===== src/rtl/wb_pipe_pkg.sv =====
// wb_pipe_pkg: shared MEM/WB pipeline types.
// Provides the stage state enum, the default field widths, and the
// reference entry layout at those default widths.
package wb_pipe_pkg;
    localparam int DATA_W_DEF  = 32;
    localparam int ADDR_W_DEF  = 5;
    localparam int XCTRL_W_DEF = 1;

    typedef enum logic [1:0] {
        EMPTY = 2'd0,
        FULL  = 2'd1,
        SKID  = 2'd2
    } wb_state_t;

    typedef struct packed {
        logic                   regwrite;
        logic                   memtoreg;
        logic [XCTRL_W_DEF-1:0] xctrl;
        logic [ADDR_W_DEF-1:0]  addr;
        logic [DATA_W_DEF-1:0]  alu;
        logic [DATA_W_DEF-1:0]  mdout;
    } wb_entry_t;
endpackage


===== src/rtl/wb_elastic_stage.sv =====
// wb_elastic_stage: elastic MEM->WB register with skid buffer and WB forwarding.
// Ports:
//   clk, reset (sync, active-high), flush (sync squash of held entries)
//   in_valid/in_ready + in_* fields      : MEM-side handshake (in_ready registered)
//   out_valid/out_ready + out_* fields   : WB-side handshake; control reads 0 in bubbles
//   fwd_en, fwd_addr, fwd_data           : forwarding view of the main entry
module wb_elastic_stage
    import wb_pipe_pkg::*;
#(
    parameter int DATA_W  = DATA_W_DEF,
    parameter int ADDR_W  = ADDR_W_DEF,
    parameter int XCTRL_W = XCTRL_W_DEF
) (
    input  logic               clk,
    input  logic               reset,
    input  logic               flush,
    input  logic               in_valid,
    output logic               in_ready,
    input  logic               in_regwrite,
    input  logic               in_memtoreg,
    input  logic [XCTRL_W-1:0] in_xctrl,
    input  logic [ADDR_W-1:0]  in_addr,
    input  logic [DATA_W-1:0]  in_alu,
    input  logic [DATA_W-1:0]  in_mdout,
    output logic               out_valid,
    input  logic               out_ready,
    output logic               out_regwrite,
    output logic               out_memtoreg,
    output logic [XCTRL_W-1:0] out_xctrl,
    output logic [ADDR_W-1:0]  out_addr,
    output logic [DATA_W-1:0]  out_alu,
    output logic [DATA_W-1:0]  out_mdout,
    output logic               fwd_en,
    output logic [ADDR_W-1:0]  fwd_addr,
    output logic [DATA_W-1:0]  fwd_data
);
    typedef struct packed {
        logic               regwrite;
        logic               memtoreg;
        logic [XCTRL_W-1:0] xctrl;
        logic [ADDR_W-1:0]  addr;
        logic [DATA_W-1:0]  alu;
        logic [DATA_W-1:0]  mdout;
    } entry_t;

    wb_state_t state, state_nx;
    entry_t    main_q, skid_q, in_e;
    logic      in_fire, out_fire, load_main, load_skid;

    assign in_e      = '{in_regwrite, in_memtoreg, in_xctrl, in_addr, in_alu, in_mdout};
    assign in_fire   = in_valid & in_ready;
    assign out_valid = state != EMPTY;
    assign out_fire  = out_valid & out_ready;

    // Main takes the input when it is free or drained this cycle; it takes the
    // skid entry when draining out of SKID (in_ready is 0 there, so no conflict).
    assign load_main = (in_fire & (state == EMPTY | out_fire)) | (state == SKID & out_fire);
    assign load_skid = in_fire & state == FULL & ~out_fire;

    always_comb begin
        state_nx = flush           ? EMPTY :
                   state == EMPTY  ? (in_fire ? FULL : EMPTY) :
                   state == FULL   ? (load_skid ? SKID : (out_fire & ~in_fire) ? EMPTY : FULL) :
                   (out_fire ? FULL : SKID);
    end

    // Flush only retires entries; data registers hold so out_addr/alu/mdout
    // keep their last value through bubbles.
    always_ff @(posedge clk) begin
        if (reset) begin
            state    <= EMPTY;
            in_ready <= 1'b1;
            main_q   <= '0;
            skid_q   <= '0;
        end else begin
            state    <= state_nx;
            in_ready <= state_nx != SKID;
            if (!flush && load_main) main_q <= state == SKID ? skid_q : in_e;
            if (!flush && load_skid) skid_q <= in_e;
        end
    end

    assign out_regwrite = out_valid & main_q.regwrite;
    assign out_memtoreg = out_valid & main_q.memtoreg;
    assign out_xctrl    = out_valid ? main_q.xctrl : '0;
    assign out_addr     = main_q.addr;
    assign out_alu      = main_q.alu;
    assign out_mdout    = main_q.mdout;
    assign fwd_en       = out_regwrite & (main_q.addr != '0);
    assign fwd_addr     = main_q.addr;
    assign fwd_data     = main_q.memtoreg ? main_q.mdout : main_q.alu;
endmodule


===== config.mk =====
export PLATFORM = sky130hd
export DESIGN_NAME = wb_elastic_stage
export DESIGN_NICKNAME = d
export VERILOG_FILES = /design/src/rtl/wb_pipe_pkg.sv /design/src/rtl/wb_elastic_stage.sv
export SDC_FILE = /design/constraint.sdc
export NUM_CORES = 1
export LEC_CHECK = 0
export CAP_MARGIN = 20
export CELL_PAD_IN_SITES_DETAIL_PLACEMENT = 0
export CELL_PAD_IN_SITES_GLOBAL_PLACEMENT = 1
export CORE_MARGIN = 10
export CORE_UTILIZATION = 34
export DETAILED_ROUTE_END_ITERATION = 12
export PLACE_DENSITY = 0.85
export SLEW_MARGIN = 15
export SYNTH_ARGS = -nofsm -noshare
export SYNTH_HDL_FRONTEND = slang
export SYNTH_SLANG_ARGS = --single-unit

===== constraint.sdc =====
create_clock -name clk -period 1.8 [get_ports clk]
set_input_delay 0.27 -clock clk [delete_from_list [all_inputs] [get_ports clk]]
set_output_delay 0.27 -clock clk [all_outputs]
set_load 0.01 [all_outputs]

Word-level counts from Yosys, hierarchy flattened
Cells that the tools add are included.
{"block": "classes", "eq_ne": 3, "mux": 10, "bitwise": 14, "n_reduce_logical": 6}
{"cell": "72-bit two-way mux", "count": 1}
{"cell": "32-bit two-way mux", "count": 1}
{"cell": "1-bit AND", "count": 10}
{"cell": "2-bit two-way mux", "count": 5}
{"cell": "5-bit nonzero test", "count": 1}
{"cell": "1-bit two-way mux", "count": 3}
{"cell": "2-bit by 1-bit == test with 1-bit output (second input constant)", "count": 1}
{"cell": "2-bit == test (second input constant)", "count": 1}
{"cell": "1-bit logical AND", "count": 2}
{"cell": "2-bit logical NOT", "count": 1}
{"cell": "2-bit != test (second input constant)", "count": 1}
{"cell": "1-bit NOT", "count": 2}
{"cell": "1-bit bitwise OR", "count": 2}
{"cell": "2-bit nonzero test", "count": 1}
{"cell": "1-bit logical NOT", "count": 1}
{"block": "totals", "register_bits": 147, "out_inout_bits": 112, "word_cells": 47}

Depth between registers and ports, before layout
{"block": "logic_depth", "word_depth": 9, "mapped_depth": 6, "depth_no_buf": 4}

Worst setup path before layout
OpenSTA, ideal clock, no wires.
{"block": "synth_timing", "path_type": "flip-flop to flip-flop", "start": "reg state[1]", "end": "reg main_q (netlist bit fwd_addr[0])", "t_arrival_ns": 1.407, "slack_ns": 0.247, "stages_incl_launch_ff": 7, "path_cell_list": "dfxtp_1 > buf_2 > nand4bb_1 > a31oi_4 > buf_6 > buf_6 > a211oi_2"}
{"block": "synth_via", "elab_chain_len": 6}
{"item": "start, declared", "line_no": "wb_elastic_stage.sv:46", "source": "wb_state_t state, state_nx;"}
{"item": "start signal, assigned", "line_no": "wb_elastic_stage.sv:76", "source": "state <= state_nx;"}
{"item": "2-bit nonzero test", "line_no": "wb_elastic_stage.sv:52", "source": "assign out_valid = state != EMPTY;"}
{"item": "1-bit AND", "line_no": "wb_elastic_stage.sv:53", "source": "assign out_fire = out_valid & out_ready;"}
{"item": "1-bit bitwise OR", "line_no": "wb_elastic_stage.sv:57", "source": "assign load_main = (in_fire & (state == EMPTY | out_fire)) | (state == SKID & out_fire);"}
{"item": "1-bit AND", "line_no": "wb_elastic_stage.sv:57"}
{"item": "1-bit bitwise OR", "line_no": "wb_elastic_stage.sv:57"}
{"item": "1-bit logical AND", "line_no": "wb_elastic_stage.sv:78", "source": "if (!flush && load_main) main_q <= state == SKID ? skid_q : in_e;"}
{"item": "end signal, assigned", "line_no": "wb_elastic_stage.sv:78"}
{"item": "end, declared", "line_no": "wb_elastic_stage.sv:47", "source": "entry_t main_q, skid_q, in_e;"}
Several ways; a longest one is shown, not always the timed one.
A chain may end at the register's enable or synchronous reset.

Worst setup path in the final report
{"block": "layout_timing", "start": "reg main_q (netlist bit fwd_addr[0])", "end": "out fwd_en"}
{"block": "layout_via", "elab_chain_len": 2}
{"item": "5-bit nonzero test", "line_no": "wb_elastic_stage.sv:89", "source": "assign fwd_en = out_regwrite & (main_q.addr != '0);"}
{"item": "1-bit AND", "line_no": "wb_elastic_stage.sv:89"}
{"item": "end, declared", "line_no": "wb_elastic_stage.sv:33", "source": "output logic fwd_en,"}
No other way between the ends.

==> metrics <==
# setup viols final 10; Port-buffer cells 188; first-pass GRT wire length about 32,000 um; combinational share of power 0.185; R2R setup slack -10 ps; Buf/Inv on CP 1; worst min path class in2reg; Max Cap Violations 0; Synth warnings 0; top-area cell type share of the netlist area 0.4067; crit path capture type output port; via count 5,606; Root Driver clkbuf_16; critical path, cell by cell or4_4 > o21a_1 > buf_2; drt pass-1 iters 4; Yosys reg bits 147; filler instances 1,953; kind of cell adding the most delay to the critical path simple AND/OR/NAND/NOR gates; actual slew at the worst max-slew pin 407.1 ps; Register-to-Register Path Depth 7; Power Density 902.9 nW/um2; post-route ant nets 0; syn_nets 845; Clock Latency Late Sink 420 ps; initial antenna violation count 3; Setup Skew 6.111 ps; Setup crit start kind register; htree depth 4; cell count along the critical path 3; number of global-route vias before repair 5,541; Final WS setup -88.98 ps; CP max FO 2; final hold slack 247.1 ps; detailed placer's ending HPWL 13,730 um; Pins Over Slew Limit 0; clk slew on worst S/H paths 60 ps; sequential share of the synthesized area 0.4067; share of cells above drive strength 1 0.2663; Tot GR Track Use 0.1394; WL per Instance 16.68 um; Core Area 20,960 um2; Mapped Avg Cell Area 9.421 um2; GP Congestion 0.7565; Seq pwr share 0.386; largest net degree at the start of global routing 73; total CTS buffers 17; unique cell type count in the Yosys netlist 26; RR Startpoint state[0]; Die W 165.9 um; WL final 19,970 um; Design Power 9142 uW; Worst R2R End out_mdout[8]; hold path cells 2; # IOs approximately 190; CTS Buffer Depth 2; Total Nets Final roughly 980; Leak Pwr 0.004150 uW; Initial Utilization 0.3453; FP Rows 53; most area-consuming cells after synthesis dfxtp_1, a211oi_2, mux2i_1; DRT iter0 DRCs 215; most frequent cells in the layout clkdlybuf4s50_1, nand2_1, dfxtp_1; fin crit share 1.049; total clock sinks roughly 150; CP required 1530 ps; Area Growth Syn to Fin 39.93%; Switching Share 0.2475; synthesized area about 7200 um2; P_sw around 2300 uW; kind of critical path reg2out; commonest non-fill, non-tap cell in the layout clkdlybuf4s50_1; post-DR vias/cell 4.683; P_int 6879 uW; Worst slew margin 0.7286; Residual DRC 0; final hold violations 0; Yosys top cell by area dfxtp_1; end point of the critical path fwd_en; worst vdd ir 0.5868 mV; chip height 165.9 um; slowest stage delay, CP 530 ps; Clock Power Share 0.429; crit path max-delay cell type or4_4; fmax about 530 MHz; CTS tree done; Tmin final about 1900 ps; GRT overflow 0; Final Util 0.4832; crit path DAT about 1600 ps; RSZ-0062 raised after global routing yes; Mapped Cells 768; Total Die Area about 28,000 um2; outcome complete, but fails checks; failing checks negative setup slack; Worst Setup SP fwd_addr[0]
how the worst min path moves through the flow:
stage,to,from,slack [ps]
2_1_floorplan,state[0],flush,350
3_3_place_gp,skid_q[25],skid_q[25],440
3_5_place_dp,skid_q[23],skid_q[23],450
4_1_cts,skid_q[30],reset,230
5_1_grt,skid_q[0],reset,240
6_report,skid_q[0],reset,250
Yosys cell counts, drive strengths merged:
library cell / count
or4: 2
o21a: 2
inv: 2
and2: 1
mux2: 32
nand3b: 1
mux2i: 73
nand3: 2
nand4bb: 1
dfxtp: 147
nor3: 1
a31oi: 1
a21oi: 74
o21ai: 1
nor2: 73
nor2b: 3
nor4: 2
buf: 115
nand2: 144
a211oi: 72
nand2b: 1
clkbuf: 18
repair_timing:
| action | in CTS | in global routing |
|---|---|---|
| endpoints found under the setup margin | 37 | 50 |
| resized for setup | 188 | 28 |
| pin swaps | 0 | 1 |
| cloned | 1 | 1 |
| buffers inserted | 16 | 2 |
| hold buffers | 0 | 0 |
per-layer routing:
metal,vias to the layer above,track usage,part of all wire
met1,2627,0.1748,0.47
met2,129,0.2214,0.47
li1,2829,-,-
met3,19,0.04070,0.046
met4,2,0.05123,0.015
met5,-,0,0.00065
state kept, by name, summed over array words and instances, names as in the netlist:
name and flops:
state 2, skid_q 72, out_mdout 32, fwd_addr 5
main_q 3, out_alu 32, in_ready 1
cell families after synthesis:
logic type             share of synthesized area
flip-flops                                0.4067
multiplexers                              0.1508
AO/OA/AOI/OAI                             0.1814
AND/OR/NAND/NOR                           0.1274
buffers and inverters                     0.1337
power by group through the flow:
stage,clock network [uW],registers (uW),logic [uW]
after floorplan,0,3550,929
after global placement,0,3590,1510
after detailed placement,0,3600,1530
after CTS,4020,3530,1640
after global routing,4140,3550,1810
final,3920,3530,1690
through the flow:
| stage | setup TNS, ps | cell area (um2) | setup slack [ps] | cells |
|---|---|---|---|---|
| 6_report | -402.7 | 10120 | -88.98 | 1197 |
| 5_1_grt | -2963 | 10120 | -134.2 | 1196 |
| 4_1_cts | -1139 | 9982 | -201.0 | 1194 |
| 3_5_place_dp | -28340 | 9054 | -229.9 | 1145 |
| 3_3_place_gp | -23950 | 9054 | -202.2 | 1145 |
| 2_1_floorplan | 0 | 7236 | 246.9 | 768 |
cell type report:
cell class / instances / area (um2) / share of cell area
Timing Repair Buffer: 253 / 2695 / 0.2662
Clock buffer: 20 / 446.7 / 0.04412
Sequential cell: 147 / 2953 / 0.2916
Clock inverter: 12 / 203.9 / 0.02014
Multi-Input combinational cell: 486 / 3470 / 0.3427
Inverter: 2 / 7.507 / 0.0007415
Antenna cell: 2 / 5.005 / 0.0004943
Tap cell: 275 / 344.1 / 0.03398
(Power assumes the default switching activity.)
